--- config.mk ---
export PLATFORM = sky130hd
export DESIGN_NAME = midi_spi_tx
export DESIGN_NICKNAME = d
export VERILOG_FILES = /design/src/rtl/midi_spi_tx.sv
export SDC_FILE = /design/constraint.sdc
export NUM_CORES = 1
export LEC_CHECK = 0
export CORE_MARGIN = 2
export CORE_UTILIZATION = 36
export CTS_CLUSTER_DIAMETER = 50
export CTS_CLUSTER_SIZE = 28
export DETAILED_ROUTE_END_ITERATION = 6
export PLACE_DENSITY = 0.57
export RECOVER_POWER = 25
export SLEW_MARGIN = 20
export SYNTH_ARGS = -nofsm -noshare
export SYNTH_HDL_FRONTEND = slang
export SYNTH_SLANG_ARGS = --single-unit
export TNS_END_PERCENT = 100
--- constraint.sdc ---
create_clock -name i_clk -period 4.5 [get_ports i_clk]
set_input_delay 0.675 -clock i_clk [delete_from_list [all_inputs] [get_ports i_clk]]
set_output_delay 0.675 -clock i_clk [all_outputs]
set_load 0.03 [all_outputs]
--- src/rtl/midi_spi_tx.sv ---
// midi_spi_tx - SPI (mode 0, MSB first) transmitter for note events.
//
// One event per valid/ready handshake is latched into a 48-bit frame:
//   {note_status, velocity[6:0], voice_index[7:0], tuning_code[31:0]}
// and shifted out on sclk/mosi, followed by an idle gap of GAP_CYCLES.
//
// Parameters:
//   CLK_DIV    - i_clk cycles per sclk half-period (>=1)
//   GAP_CYCLES - idle cycles after each frame, sclk low (>=1)
//
// Ports:
//   i_clk, i_reset (async, active low)
//   i_valid / o_ready          - event handshake (o_ready = IDLE)
//   i_note_status, i_voice_index, i_tuning_code, i_velocity - event fields
//   o_SPI_sclk, o_SPI_mosi     - serial link
//   o_SPI_cs_n                 - only when MIDI_SPI_TX_CS_EN is defined
//   o_busy                     - frame or gap in progress
//   o_done                     - 1-cycle pulse in the first IDLE cycle after the gap
//
// Optional: define MIDI_SPI_TX_CS_EN to add the active-low chip select.
module midi_spi_tx #(
  parameter int CLK_DIV    = 4,
  parameter int GAP_CYCLES = 16
) (
  input  logic        i_clk,
  input  logic        i_reset,
  input  logic        i_valid,
  output logic        o_ready,
  input  logic        i_note_status,
  input  logic [7:0]  i_voice_index,
  input  logic [31:0] i_tuning_code,
  input  logic [6:0]  i_velocity,
  output logic        o_SPI_sclk,
  output logic        o_SPI_mosi,
`ifdef MIDI_SPI_TX_CS_EN
  output logic        o_SPI_cs_n,
`endif
  output logic        o_busy,
  output logic        o_done
);

  localparam int HW = $clog2(CLK_DIV + 1);
  localparam int GW = $clog2(GAP_CYCLES + 1);

  typedef enum logic [1:0] {IDLE, SCK_LO, SCK_HI, GAP} state_t;

  state_t        state, state_nx;
  logic [HW-1:0] hcnt;
  logic [GW-1:0] gcnt;
  logic [5:0]    bcnt;
  logic [47:0]   shreg;
  logic [47:0]   frame_in;
  logic          accept, half_end, gap_end, last_bit;

  assign frame_in = {i_note_status, i_velocity, i_voice_index, i_tuning_code};
  assign accept   = i_valid && (state == IDLE);
  assign half_end = (hcnt == HW'(CLK_DIV - 1));
  assign gap_end  = (gcnt == GW'(GAP_CYCLES - 1));
  assign last_bit = (bcnt == 6'd47);

  assign o_ready = (state == IDLE);
  assign o_busy  = !o_ready;

  always_ff @(posedge i_clk or negedge i_reset) begin
    if (!i_reset) state <= IDLE;
    else          state <= state_nx;
  end

  always_comb begin
    state_nx = state;
    case (state)
      IDLE:    if (accept)   state_nx = SCK_LO;
      SCK_LO:  if (half_end) state_nx = SCK_HI;
      SCK_HI:  if (half_end) state_nx = last_bit ? GAP : SCK_LO;
      GAP:     if (gap_end)  state_nx = IDLE;
      default: state_nx = IDLE;
    endcase
  end

  always_ff @(posedge i_clk or negedge i_reset) begin
    if (!i_reset) begin
      hcnt       <= '0;
      gcnt       <= '0;
      bcnt       <= '0;
      shreg      <= '0;
      o_SPI_sclk <= 1'b0;
      o_SPI_mosi <= 1'b0;
      o_done     <= 1'b0;
`ifdef MIDI_SPI_TX_CS_EN
      o_SPI_cs_n <= 1'b1;
`endif
    end else begin
      o_done <= 1'b0;
      case (state)
        IDLE: if (accept) begin
          // mosi is presented straight from the inputs so bit 47 is valid
          // in the first SCK_LO cycle.
          shreg      <= frame_in;
          o_SPI_mosi <= frame_in[47];
          o_SPI_sclk <= 1'b0;
          hcnt       <= '0;
          bcnt       <= '0;
`ifdef MIDI_SPI_TX_CS_EN
          o_SPI_cs_n <= 1'b0;
`endif
        end
        SCK_LO: begin
          if (half_end) begin
            hcnt       <= '0;
            o_SPI_sclk <= 1'b1;
          end else begin
            hcnt <= hcnt + 1'b1;
          end
        end
        SCK_HI: begin
          if (half_end) begin
            hcnt       <= '0;
            o_SPI_sclk <= 1'b0;
            if (last_bit) begin
              o_SPI_mosi <= 1'b0;
              gcnt       <= '0;
`ifdef MIDI_SPI_TX_CS_EN
              o_SPI_cs_n <= 1'b1;
`endif
            end else begin
              // Rotate rather than zero-fill: bits past the frame are never
              // sent, and mosi changes on the same edge sclk falls.
              shreg      <= {shreg[46:0], shreg[47]};
              o_SPI_mosi <= shreg[46];
              bcnt       <= bcnt + 6'd1;
            end
          end else begin
            hcnt <= hcnt + 1'b1;
          end
        end
        GAP: begin
          if (gap_end) begin
            gcnt   <= '0;
            o_done <= 1'b1;
          end else begin
            gcnt <= gcnt + 1'b1;
          end
        end
        default: ;
      endcase
    end
  end

endmodule

After elaboration in Yosys (flattened, before gate mapping)

Cells that the tools add are included.

Register bits: 67
Bits in latches: 0
Memory bits (writable): 0
Memory bits (read-only): 0
Input bits: 51
Output and inout bits: 5
Memories: 0

Add/subtract/negate cells: 3
$mul: 0
Div/mod/pow operators: 0
Magnitude comparators: 0
Equal/unequal tests: 12
Shifts and indexed selects: 0
Mux-type cells: 31
Bitwise gates (word level): 0
Reduce and logical (&&, ||, !) cells: 14

Operator list:

| cell                | count |
|---|---|
| $mux 48             | 3 |
| $pmux 48 s2         | 1 |
| $mux 6              | 3 |
| $mux 5              | 3 |
| $pmux 6 s2          | 1 |
| $reduce_and 4->1    | 3 |
| $mux 2              | 5 |
| $ne 2x2->1 const B  | 5 |
| $pmux 5 s2          | 1 |
| $mux 1              | 8 |
| $pmux 2 s4          | 1 |
| $add 6x1->6 const B | 1 |
| $eq 6x6->1 const B  | 1 |
| $mux 3              | 2 |
| $pmux 3 s2          | 1 |
| $reduce_and 3->1    | 2 |
| $reduce_bool 2->1   | 3 |
| $add 5x1->5 const B | 1 |
| $eq 5x4->1 const B  | 1 |
| $eq 2x2->1 const B  | 2 |
| $add 3x1->3 const B | 1 |
| $eq 3x2->1 const B  | 1 |
| $pmux 1 s3          | 1 |
| $reduce_bool 3->1   | 1 |
| other kinds (8)     | 8 |

Depth between registers and ports, before layout

Depth in word-level cells: 4
Mapped depth: 9
Depth with buffers taken out: 6

Least setup slack after synthesis

OpenSTA, ideal clock, no wires.

Kind: register to register
Start point: register state[0]
End point: register shreg[37]
Setup time: 126 ps
Arrival time: 2106 ps
Data required time: 4374 ps
Setup slack: 2268 ps
Stages on the path, launching flop included: 10
Buffers on the path: 3
Clock period less this slack: 2232 ps
Cell sequence: dfrtp_1 inv_1 ha_1 and2b_4 nor2_1 and3_1 clkbuf_1 buf_2 buf_6 a221o_1

Longest elaborated chain between the ends: 4
Elaborated cells on any way between the ends: 9
Classes of those cells: eq/ne (4); mux (1); reduce/logical (4)

RTL lines:

| what                       | line | RTL |
|---|---|---|
| start, declared            | 47   | `state_t state, state_nx;` |
| start signal, assigned     | 66   | `else state <= state_nx;` |
| $logic_not 2->1 (*)        | n/a  |  |
| net o_ready                | 28   | `output logic o_ready,` |
| $logic_and 1x1->1          | 56   | `assign accept = i_valid && (state == IDLE);` |
| $ne 2x1->1 (no line)       | n/a  |  |
| $reduce_and 4->1 (no line) | n/a  |  |
| end signal, assigned       | 98   | `shreg <= frame_in;` |
| end signal, assigned       | 128  | `shreg <= {shreg[46:0], shreg[47]};` |
| end, declared              | 51   | `logic [47:0] shreg;` |

Mark *: on every way through the listed nets, which the timed path passes. The rest lies on a longest branch.
A chain may end at the register's enable or synchronous reset.

==> out/metrics.csv <==
stage;metric;value;unit
outcome;outcome;finished with violations;
outcome;failing checks;capacitance limit, slew limit;
synthesis;async set-reset flop share out of synthesis;100;%
critical_path;Critical Path Fanout Max;36;
sta;Final setup viols;0;
synthesis;top-area cell type share of the netlist area;53.0;%
synthesis;Seq cells post-synth;67;
clock_network;htree depth;3;
global_routing;gr usage total;14.1;%
synthesis;Post-synth EDFFs;0;
clock_network;Num CTS Buffers;9;
clock_network;clock sinks;67;
global_routing;GRT overflow;0;
final_layout;multi-input combinational cell area;1350;sq um
critical_path;Worst R2R Start;state[0];
sta;Hold Fails Final Rpt;0;
synthesis;syn nets;335;
place;dpl hpwl;4220;microns
die;die width;97.8;microns
power;worst vdd ir;0.155;mV
synthesis;synth warn;0;
clock_network;CTS tree;built;
hold_path;Hold EP;hcnt[2];
synthesis;Synth Instances;277;
job;MaxCap Viol Count;2;
synthesis;Top FF cell, synth;dfrtp_1;
clock_network;Root Buffer;clkbuf_8;
critical_path;cells along the critical path;clkbuf_1, clkbuf_1;
power;Pwr Density;304;nW/um^2
hold_path;Hold Crit Class;flip-flop to flip-flop;
sta;Max Fclk;0.315;GHz
synthesis;Avg Synthesized Cell Area;11.4;sq um
sta;Slew Viols, Final;70;
sta;Worst-Margin Slew;1.82;ns
hold_path;Worst Hold Depth;1;
final_layout;post-route non-filler standard cell count;439;
routing;total iterations of the first detailed-routing run;4;
critical_path;critical path endpoint category;async pin;
global_routing;initial antenna violation count;0;
synthesis;Netlist cell types;38;
global_routing;vias in the first global route;2328;
global_routing;first-pass GRT wire length;10800;microns
die;Die ar.;9560;sq um
critical_path;Setup CP Type;input port to async pin;
critical_path;worst reg-to-reg path cell count;6;
hold_path;hold_sp;hcnt[2];
routing;Via density;5.19;
final_layout;# diodes;0;
critical_path;CP Launch Type;input port;
synthesis;top cells by area, synth;dfrtp_1 53%, a221o_1 15%, and2_1 9.3%, ha_1 2.8%, a21oi_1 2.2%;
clock_network;Skew-Pair Late Insertion Delay;0.34;ns
final_layout;Register Area;1680;sq um
synthesis;cell taking the most area after synthesis;dfrtp_1;
routing;vias;2280;
place;PortBufs;55;
final_layout;area delta synth->final;25.4;%
sta;RSZ-0062 raised after global routing;false;
sta;period utilization;70.5;%
clock_network;cts hold-fix bufs;0;
synthesis;sequential share of the synthesized area;53.0;%
clock_network;clock-pin transition on the worst setup and hold timing paths;0.07;ns
global_routing;largest net degree at the start of global routing;50;
critical_path;Worst Setup SP;i_reset;
final_layout;layout cells sized above 1;6.95;%
critical_path;crit-path leading delay family;buffers and inverters;
critical_path;r2r setup slk;1.47;ns
sta;setup ws final;1.33;ns
critical_path;Arrival @ worst endpoint;3.27;ns
sta;Relative slew margins;-21.6;%
critical_path;worst r2r dst;shreg[9];
place;post-place setup slack;1.38;ns
final_layout;Nets;386;
routing;Residual DRC;0;
routing;WL final;6330;microns
place;placed cells;425;
critical_path;Max stage delay on crit path;1.40;ns
place;gpl congestion;0.851;
routing;antenna-violating nets left;0;
final_layout;# fillers;809;
die;Die H;97.8;microns
sta;setup TNS;0;ns
critical_path;CP most frequent cell;clkbuf_1;
sta;final critical-path required period;3.17;ns
critical_path;cell depth of the worst setup path;2;
synthesis;Post-Syn Area;3160;sq um
critical_path;Crit-path slowest cell;clkbuf_1;
die;core area;8640;sq um
die;row cnt;34;
routing;routed length per instance;14.4;microns
clock_network;post-cts sizing count;0;
die;# IOs;56;
critical_path;crit path buf inv count;2;
clock_network;Longest Clk Path Bufs;2;
routing;DRT iter0 DRCs;127;
critical_path;critical path required time;4.60;ns
sta;Clock Skews;0.00521;ns
clock_network;post-CTS setup buffer count;0;
die;Initial Util;36.6;%
power;Leak;0.00178;uW
[sequential cells by signal, indices dropped and copies added (netlist names)]
name / cells
shreg: 48
gcnt: 5
state: 2
o_done: 1
o_SPI_mosi: 1
hcnt: 3
bcnt: 6
o_SPI_sclk: 1
[per-layer routing]
metal | share of wire (%) | GRT usage [%] | vias to the layer above
met2 | 43 | 20.7 | 63
met3 | 4.5 | 3.44 | 12
li1 | - | - | 1131
met4 | 2.2 | 7.69 | 0
met5 | 0 | 0 | -
met1 | 50 | 19.2 | 1074
[worst max-delay path by stage]
stage	to	slack (ns)
2_1_floorplan	shreg[37]	2.27
3_3_place_gp	shreg[2]	1.42
3_5_place_dp	shreg[14]	1.38
4_1_cts	shreg[39]	1.48
5_1_grt	state[0]	0.63
6_report	shreg[46]	1.33
[synthesized netlist by cell type, types with 3 or more instances]
master / n
inv_1: 9
dfrtp_1: 67
buf_6: 5
a21oi_1: 14
nand2_1: 15
ha_1: 7
o21ai_0: 6
nand3_1: 9
and2_1: 47
a221o_1: 47
nor2_1: 7
clkbuf_1: 10
and3_1: 3
[cells by family after synthesis]
kind of cell    synth area share, %
flops                          53.0
compound gates                 21.7
simple gates                   17.1
mux                           0.989
fa+ha+maj                      2.77
buf+inv                        4.43
[worst register-to-register path, stage by stage (launching register included)]
cell and delay (ns):
dfrtp_1 0.43, inv_1 0.10, ha_1 0.63, nor2_2 0.14, a211oi_4 0.45, nand2_2 0.59, a221o_1 0.58
[cell usage in the layout, fill, tap and decap left out, drive strengths merged, types with 2 or more instances in the layout]
master,synthesis,final
a22o,2,2
ha,7,7
nand2,16,16
mux2i,2,2
a21boi,2,2
nor2,8,8
a31oi,2,2
dfrtp,67,67
and3,3,3
nor2b,2,2
nand4b,2,2
a221o,47,47
clkbuf,10,14
and2,47,47
o21ai,6,6
inv,9,9
nand2b,2,2
a21oi,14,14
nand3,9,9
clkdlybuf4s50,0,54
bufinv,0,2
[cell type report]
type                            instances  share of cell area, %
Sequential cell                        67                   42.3
Multi-Input combinational cell        184                   34.1
Timing Repair Buffer                   57                   14.0
Clock buffer                           12                   3.91
Tap cell                              108                   3.41
Clock inverter                          2                   1.51
Inverter                                9                  0.851
[stage by stage]
step                hold WS, ns  util, %  power, uW  cell area [sq um]
floorplan                 0.379        -        615               3160
global placement          0.472     43.5        671               3760
finish                    0.503     45.9       1200               3970
global route              0.516     45.9       1250               3970
detailed placement        0.494     43.5        670               3760
CTS                       0.391     46.0       1220               3970
[power by group]
group          leakage (uW)  total, uW  internal (uW)  switching [uW]
registers          0.000896        602            602               0
logic              0.000772       54.8           37.8            17.0
clock network      0.000109        547            337             211
(Power assumes the default switching activity.)
